`src/rtl/id_ex_stage_pkg.sv`:
```
// Shared types and constants for the ID/EX pipeline register and its
// load-use hazard detector.
package id_ex_stage_pkg;

  localparam int unsigned CTRL_W      = 8;
  localparam int unsigned REG_AW      = 5;
  localparam int unsigned XLEN        = 32;
  localparam int unsigned STALL_CNT_W = 16;

  localparam int unsigned CTRL_REG_WRITE  = 7;
  localparam int unsigned CTRL_MEM_TO_REG = 6;
  localparam int unsigned CTRL_MEM_READ   = 5;
  localparam int unsigned CTRL_MEM_WRITE  = 4;
  localparam int unsigned CTRL_ALU_SRC    = 3;
  localparam int unsigned CTRL_ALU_OP_HI  = 2;
  localparam int unsigned CTRL_ALU_OP_LO  = 1;
  localparam int unsigned CTRL_BRANCH     = 0;

  localparam logic [CTRL_W-1:0]      CTRL_BUBBLE   = 8'h00;
  localparam logic [STALL_CNT_W-1:0] STALL_CNT_MAX = 16'hFFFF;

  typedef struct packed {
    logic              valid;
    logic [REG_AW-1:0] rs1_addr;
    logic [REG_AW-1:0] rs2_addr;
    logic [REG_AW-1:0] rd_addr;
    logic [XLEN-1:0]   rs1_data;
    logic [XLEN-1:0]   rs2_data;
    logic [XLEN-1:0]   imm;
    logic [CTRL_W-1:0] ctrl;
  } id_ex_t;

  localparam id_ex_t ID_EX_BUBBLE = '0;

endpackage

```
`src/rtl/id_ex_stage_hazard_detect.sv`:
```
// Load-use hazard detector: flags an ID instruction that reads the
// destination of a load currently sitting in EX.
module hazard_detect
  import id_ex_stage_pkg::*;
(
  input  logic              id_valid_i,
  input  logic [REG_AW-1:0] id_rs1_i,
  input  logic [REG_AW-1:0] id_rs2_i,
  input  logic              ex_valid_i,
  input  logic              ex_mem_read_i,
  input  logic [REG_AW-1:0] ex_rd_i,
  output logic              stall_o
);

  // Both sources are compared whatever the format; x0 never produces a hazard.
  always_comb begin
    stall_o = id_valid_i & ex_valid_i & ex_mem_read_i
            & (ex_rd_i != REG_AW'(0))
            & ((ex_rd_i == id_rs1_i) | (ex_rd_i == id_rs2_i));
  end

endmodule

```
`src/rtl/id_ex_stage.sv`:
```
// ID/EX pipeline register with load-use bubble insertion, flush and a
// saturating stall-cycle counter.
module id_ex_stage
  import id_ex_stage_pkg::*;
(
  input  logic                   clk_i,
  input  logic                   rst_i,
  input  logic                   valid_i,
  input  logic [REG_AW-1:0]      RS1addr_i,
  input  logic [REG_AW-1:0]      RS2addr_i,
  input  logic [REG_AW-1:0]      RDaddr_i,
  input  logic [XLEN-1:0]        RS1data_i,
  input  logic [XLEN-1:0]        RS2data_i,
  input  logic [XLEN-1:0]        imm_i,
  input  logic [CTRL_W-1:0]      ctrl_i,
  input  logic                   flush_i,
  output logic                   stall_o,
  output logic                   valid_o,
  output logic [REG_AW-1:0]      RS1addr_o,
  output logic [REG_AW-1:0]      RS2addr_o,
  output logic [REG_AW-1:0]      RDaddr_o,
  output logic [XLEN-1:0]        RS1data_o,
  output logic [XLEN-1:0]        RS2data_o,
  output logic [XLEN-1:0]        imm_o,
  output logic [CTRL_W-1:0]      ctrl_o,
  output logic [STALL_CNT_W-1:0] stall_cnt_o
);

  id_ex_t                 pipe_d, pipe_q;
  logic [STALL_CNT_W-1:0] stall_cnt_d, stall_cnt_q;
  logic                   stall;

  hazard_detect u_hazard_detect (
    .id_valid_i    (valid_i),
    .id_rs1_i      (RS1addr_i),
    .id_rs2_i      (RS2addr_i),
    .ex_valid_i    (pipe_q.valid),
    .ex_mem_read_i (pipe_q.ctrl[CTRL_MEM_READ]),
    .ex_rd_i       (pipe_q.rd_addr),
    .stall_o       (stall)
  );

  // Flush beats stall; both load a bubble. Only an unflushed stall is counted.
  always_comb begin
    pipe_d      = ID_EX_BUBBLE;
    stall_cnt_d = stall_cnt_q;
    if (!flush_i && !stall) begin
      pipe_d.valid    = valid_i;
      pipe_d.rs1_addr = RS1addr_i;
      pipe_d.rs2_addr = RS2addr_i;
      pipe_d.rd_addr  = RDaddr_i;
      pipe_d.rs1_data = RS1data_i;
      pipe_d.rs2_data = RS2data_i;
      pipe_d.imm      = imm_i;
      pipe_d.ctrl     = valid_i ? ctrl_i : CTRL_BUBBLE;
    end
    if (stall && !flush_i && (stall_cnt_q != STALL_CNT_MAX)) begin
      stall_cnt_d = stall_cnt_q + STALL_CNT_W'(1);
    end
  end

  always_ff @(posedge clk_i) begin
    if (rst_i) begin
      pipe_q      <= ID_EX_BUBBLE;
      stall_cnt_q <= '0;
    end else begin
      pipe_q      <= pipe_d;
      stall_cnt_q <= stall_cnt_d;
    end
  end

  assign stall_o     = stall;
  assign valid_o     = pipe_q.valid;
  assign RS1addr_o   = pipe_q.rs1_addr;
  assign RS2addr_o   = pipe_q.rs2_addr;
  assign RDaddr_o    = pipe_q.rd_addr;
  assign RS1data_o   = pipe_q.rs1_data;
  assign RS2data_o   = pipe_q.rs2_data;
  assign imm_o       = pipe_q.imm;
  assign ctrl_o      = pipe_q.ctrl;
  assign stall_cnt_o = stall_cnt_q;

endmodule

```
`config.mk`:
```
export PLATFORM = sky130hd
export DESIGN_NAME = id_ex_stage
export DESIGN_NICKNAME = d
export VERILOG_FILES = /design/src/rtl/id_ex_stage_pkg.sv /design/src/rtl/id_ex_stage_hazard_detect.sv /design/src/rtl/id_ex_stage.sv
export SDC_FILE = /design/constraint.sdc
export NUM_CORES = 1
export LEC_CHECK = 0
export BUFFER_PORTS_ARGS = -buffer_cell sky130_fd_sc_hd__buf_2
export CAP_MARGIN = 10
export CORE_MARGIN = 2
export CORE_UTILIZATION = 44
export CTS_BUF_LIST = sky130_fd_sc_hd__clkbuf_8
export DETAILED_ROUTE_END_ITERATION = 10
export PLACE_DENSITY = 0.81
export SLEW_MARGIN = 20
export SYNTH_ARGS = -nofsm -noshare
export SYNTH_HDL_FRONTEND = slang
export SYNTH_SLANG_ARGS = --single-unit
```
`constraint.sdc`:
```
create_clock -name clk_i -period 2.2 [get_ports clk_i]
set_input_delay 0.11 -clock clk_i [delete_from_list [all_inputs] [get_ports clk_i]]
set_output_delay 0.11 -clock clk_i [all_outputs]
set_load 0.01 [all_outputs]
```
; Word-level counts from Yosys, hierarchy flattened
; Cells that the tools add are included.
[word_totals]
reg_bits = 136
input_bits = 123
out_inout_bits = 137
word_cells = 28
[classes]
add_sub_neg = 1
n_eq_ne = 3
n_bitwise = 7
n_reduce_logical = 8
[op_table]
columns = operator, count
row1 = $add 16x1->16 const B, 1
row2 = $ne 16x16->1 const B, 1
row3 = $eq 5x5->1, 2
row4 = $reduce_bool 5->1, 1
row5 = $and 1x1->1, 4
row6 = $logic_and 1x1->1, 3
row7 = $reduce_or 3->1, 1
row8 = $logic_not 1->1, 2
row9 = $not 1->1, 2
row10 = $reduce_or 2->1, 1
row11 = $or 1x1->1, 1

; Longest topological paths before layout
[logic_depth]
depth_word = 8
ltp_mapped = 7
ltp_nobuf = 6

; By module
; From an unflattened synthesis, not the netlist that was laid out.
[hier_totals]
hier_cells = 369
hier_area_um2 = 4170.2
[by_module_without_submodules]
columns = module, instances, cells_each, area_each_um2
row1 = id_ex_stage, 1, 352, 4041.4
row2 = hazard_detect, 1, 17, 128.9

; Worst setup path after synthesis
; Ideal clock, no wire load.
[synth_timing]
path_kind = reg-to-reg
from = register stall_cnt_q[0] (netlist: stall_cnt_o[0])
to = register stall_cnt_q[12] (netlist: stall_cnt_o[12])
arrival_time_ns = 1.712
t_required_ns = 2.130
slack_ns = 0.418
stages_incl_launch_ff = 7
n_path_buf = 0
synth_period_minus_slack_ns = 1.782
path_cell_list = dfxtp_1 ha_1 nand4_1 nor2_1 nand3_1 or4_1 a21oi_1
[synth_between]
elab_chain_cells = 2
[synth_lines]
columns = item, line
row1 = from (decl), id_ex_stage.sv:30  ; logic [STALL_CNT_W-1:0] stall_cnt_d, stall_cnt_q;
row2 = from (signal assigned), id_ex_stage.sv:68  ; stall_cnt_q <= stall_cnt_d;
row3 = branches (longest 2 deep; another with $add 16x1->16), --
; Parallel ways; which one is timed is not known.
; A chain may end at the register's enable or synchronous reset.

; Final worst setup path
[layout_timing]
from = input RS1addr_i[4]
to = register stall_cnt_q[5] (netlist: stall_cnt_o[5])
[layout_between]
elab_chain_cells = 5
[layout_lines]
columns = item, line
row1 = from (decl), id_ex_stage.sv:9  ; input logic [REG_AW-1:0] RS1addr_i,
row2 = $eq 5x5->1, id_ex_stage_hazard_detect.sv:19  ; & ((ex_rd_i == id_rs1_i) | (ex_rd_i == id_rs2_i));
row3 = $or 1x1->1, id_ex_stage_hazard_detect.sv:19
row4 = $and 1x1->1, id_ex_stage_hazard_detect.sv:19
row5 = $logic_and 1x1->1 (2 in series), id_ex_stage.sv:57  ; if (stall && !flush_i && (stall_cnt_q != STALL_CNT_MAX)) begin
; Every way passes these cells.

==> results.toml <==
[setup_path]
cp_max_fo = 30
r2r_end = "stall_cnt_o[5]"
endpoint_kind = "flip-flop"
timing.rr.start = "RDaddr_o[4]"
reg2reg_setup_slack_ns = 0.31
setup.worst_path.class = "primary input to flip-flop"
critPathLaunchType = "primary input"
worstPathArrival_ns = 2.23
r2r_cells = 6
critPathRequiredTime_ns = 2.52

[logic_synthesis]
synth_top_area_share = 0.639
ys_warn_count = 0
synth_edf_count = 0
syn_avg_cell_area_um2 = 11.3
ys_seq_area_frac = 0.639
syn_inst = 378
syn_area_um2 = 4260
synth_area_leader_cell = "dfxtp_1"
ys.flop_type = "dfxtp_1"
synth.most_common_cell = "dfxtp_1"
synth_fp_nets = 502
synthTopCellsByArea = "dfxtp_1, and2_1, o31ai_1, or4_1, xor2_1"
ys_types = 32
synth-seq-cells = 136
async_flop_share = 0
synth_common_cells = "dfxtp_1, and2_1, buf_2"

[route]
routed_wirelength_um = 15700
ant_nets = 0
drt-pass1-iter-count = 4
viasPerCell = 4.76
vias = 4309
post_drt_wl_per_cell_um = 17.4
drt-initial-drc-count = 155
drc = 0

[floorplan]
fp.dieW_um = 102
row_count = 35
initial_core_util = 0.457
ios = 260
coreArea_um2 = 9330
die_y_um = 102
dieArea_um2 = 10500

[layout]
drive_gt1_frac = 0.393
nNetsFinal = 887
area_growth_pct = 71.4
antenna_cells = 0

[sta]
fin_worst_skew_ns = 0.0180
slew_headroom = 0.759
tightest_slew_ns = 0.362
rsz0062_at_grt = "no"
fmax_mhz = 524
final-hold-violation-count = 0
finalCriticalPeriod_ns = 1.91
min_period_over_period = 0.867
tns_ns = 0
setup_viol = 0
timing.hold.ws_ns = 0.0821
slew_violations = 0

[clocking]
clock_latency_ns = 0.44
cts_setup_buffers = 0
clk_pin_slew_worst_paths_ns = 0.08
clock_sinks = 136
clk_path_buf_depth = 2
htree_levels = 4
cts_tree = "built"
clock-root-buffer = "clkbuf_8"
cts_made_buffers = 17

[pwr]
leakage_uw = 0.00357
ir_worst_vdd_uv = 430
design_power_total_uw = 5180
power_density_nw_per_um2 = 710

[run]
max_cap_violations = 0

[placement]
hpwl_um = 9110
routabilityCongestion = 0.889
portBuffers = 259

[worst_hold_path]
hp-class = "primary input to flip-flop"
holdPathStages = 2
min_to = "stall_cnt_o[13]"
min_from = "rst_i"

[grt]
grt_pass1_wl_um = 23400
antenna_found_initial = 1
grt_usage = 0.301
grt_max_degree = 70
grt_overflow = 0
grt_pass1_vias = 4502

[outcome]
outcome = "finished clean"
[flip-flops by register name, indices dropped and copies added (netlist names)]
name / flops
RDaddr_o: 5
RS1addr_o: 5
RS1data_o: 32
RS2addr_o: 5
RS2data_o: 32
ctrl_o: 8
imm_o: 32
stall_cnt_o: 16
valid_o: 1
[metal layers]
metal	routed length (um)	GRT usage
met4	618	0.145
met2	8270	0.535
met3	1210	0.103
met5	13	0
met1	5640	0.318
[critical path, stage by stage]
cell and delay (ns):
dlygate4sd3_1 0.56, buf_2 0.15, xor2_1 0.16, nor3_2 0.22, a22oi_1 0.09, buf_4 0.23, nor4_1 0.33, mux2_2 0.37
[cell type report]
class	instances	area, um2
clock buffers	19	262
clock inverters	13	134
fillers	567	2020
inverters	1	3.75
multi-input cells	221	1450
flip-flops and latches	136	2720
well taps	129	161
repair buffers	386	2570
[timing repair]
| action | 4_1_cts | 5_1_grt |
|---|---|---|
| hold endpoints to repair | 120 | 0 |
| resized for setup | 0 | 0 |
| hold buffers | 120 | 0 |
[cell families after synthesis]
| family | share of synthesized area |
|---|---|
| AOI/OAI and AO/OA | 0.0567 |
| xor gates and xnor gates | 0.0205 |
| adders and majority gates | 0.00293 |
| buffers and inverters | 0.0238 |
| DFF | 0.639 |
| muxes | 0.00499 |
| and+or+nand+nor | 0.252 |
[worst max path at each step]
| stage | cells past startpoint | slack [ns] | from | end |
|---|---|---|---|---|
| 6_report | 8 | 0.29 | RS1addr_i[4] | stall_cnt_o[5] |
| 5_1_grt | 6 | 0.20 | RDaddr_o[4] | stall_cnt_o[5] |
| 4_1_cts | 6 | 0.32 | RDaddr_o[4] | stall_cnt_o[5] |
| 3_5_place_dp | 6 | 0.33 | RDaddr_o[4] | stall_cnt_o[5] |
| 3_3_place_gp | 6 | 0.38 | RDaddr_o[4] | stall_cnt_o[5] |
| 2_1_floorplan | 6 | 0.42 | stall_cnt_o[0] | stall_cnt_o[12] |
[power by group]
group          total (uW)  leakage [uW]  internal (uW)  switching, uW
Combinational         573       0.00227            332            240
Clock                2030      0.000186            984           1050
Sequential           2580       0.00111           2550           33.0
Total                5180       0.00357           3860           1320
[stage by stage]
stage               cells  worst slack, ns  cell area [um2]   util
global placement      753            0.382             5710  0.612
CTS                   905            0.324             7300  0.783
detailed placement    753            0.329             5710  0.612
finish                905            0.293             7300  0.783
global route          905            0.198             7300  0.783
floorplan             378            0.418             4260      -
[layout by cell type, fill, tap and decap left out, types with 5 or more instances in the layout]
cell | synthesis | layout
and2_1 | 113 | 113
and3_1 | 10 | 10
nand2_1 | 7 | 7
dlygate4sd3_1 | 0 | 120
nand4_1 | 5 | 5
xor2_1 | 10 | 10
nor2_1 | 6 | 6
a21oi_1 | 14 | 14
clkbuf_8 | 0 | 19
clkinvlp_4 | 0 | 5
or4_1 | 12 | 12
buf_4 | 1 | 5
nand3_1 | 7 | 7
buf_2 | 15 | 259
dfxtp_1 | 136 | 136
o31ai_1 | 12 | 12
Power figures use the tool's default switching activity.
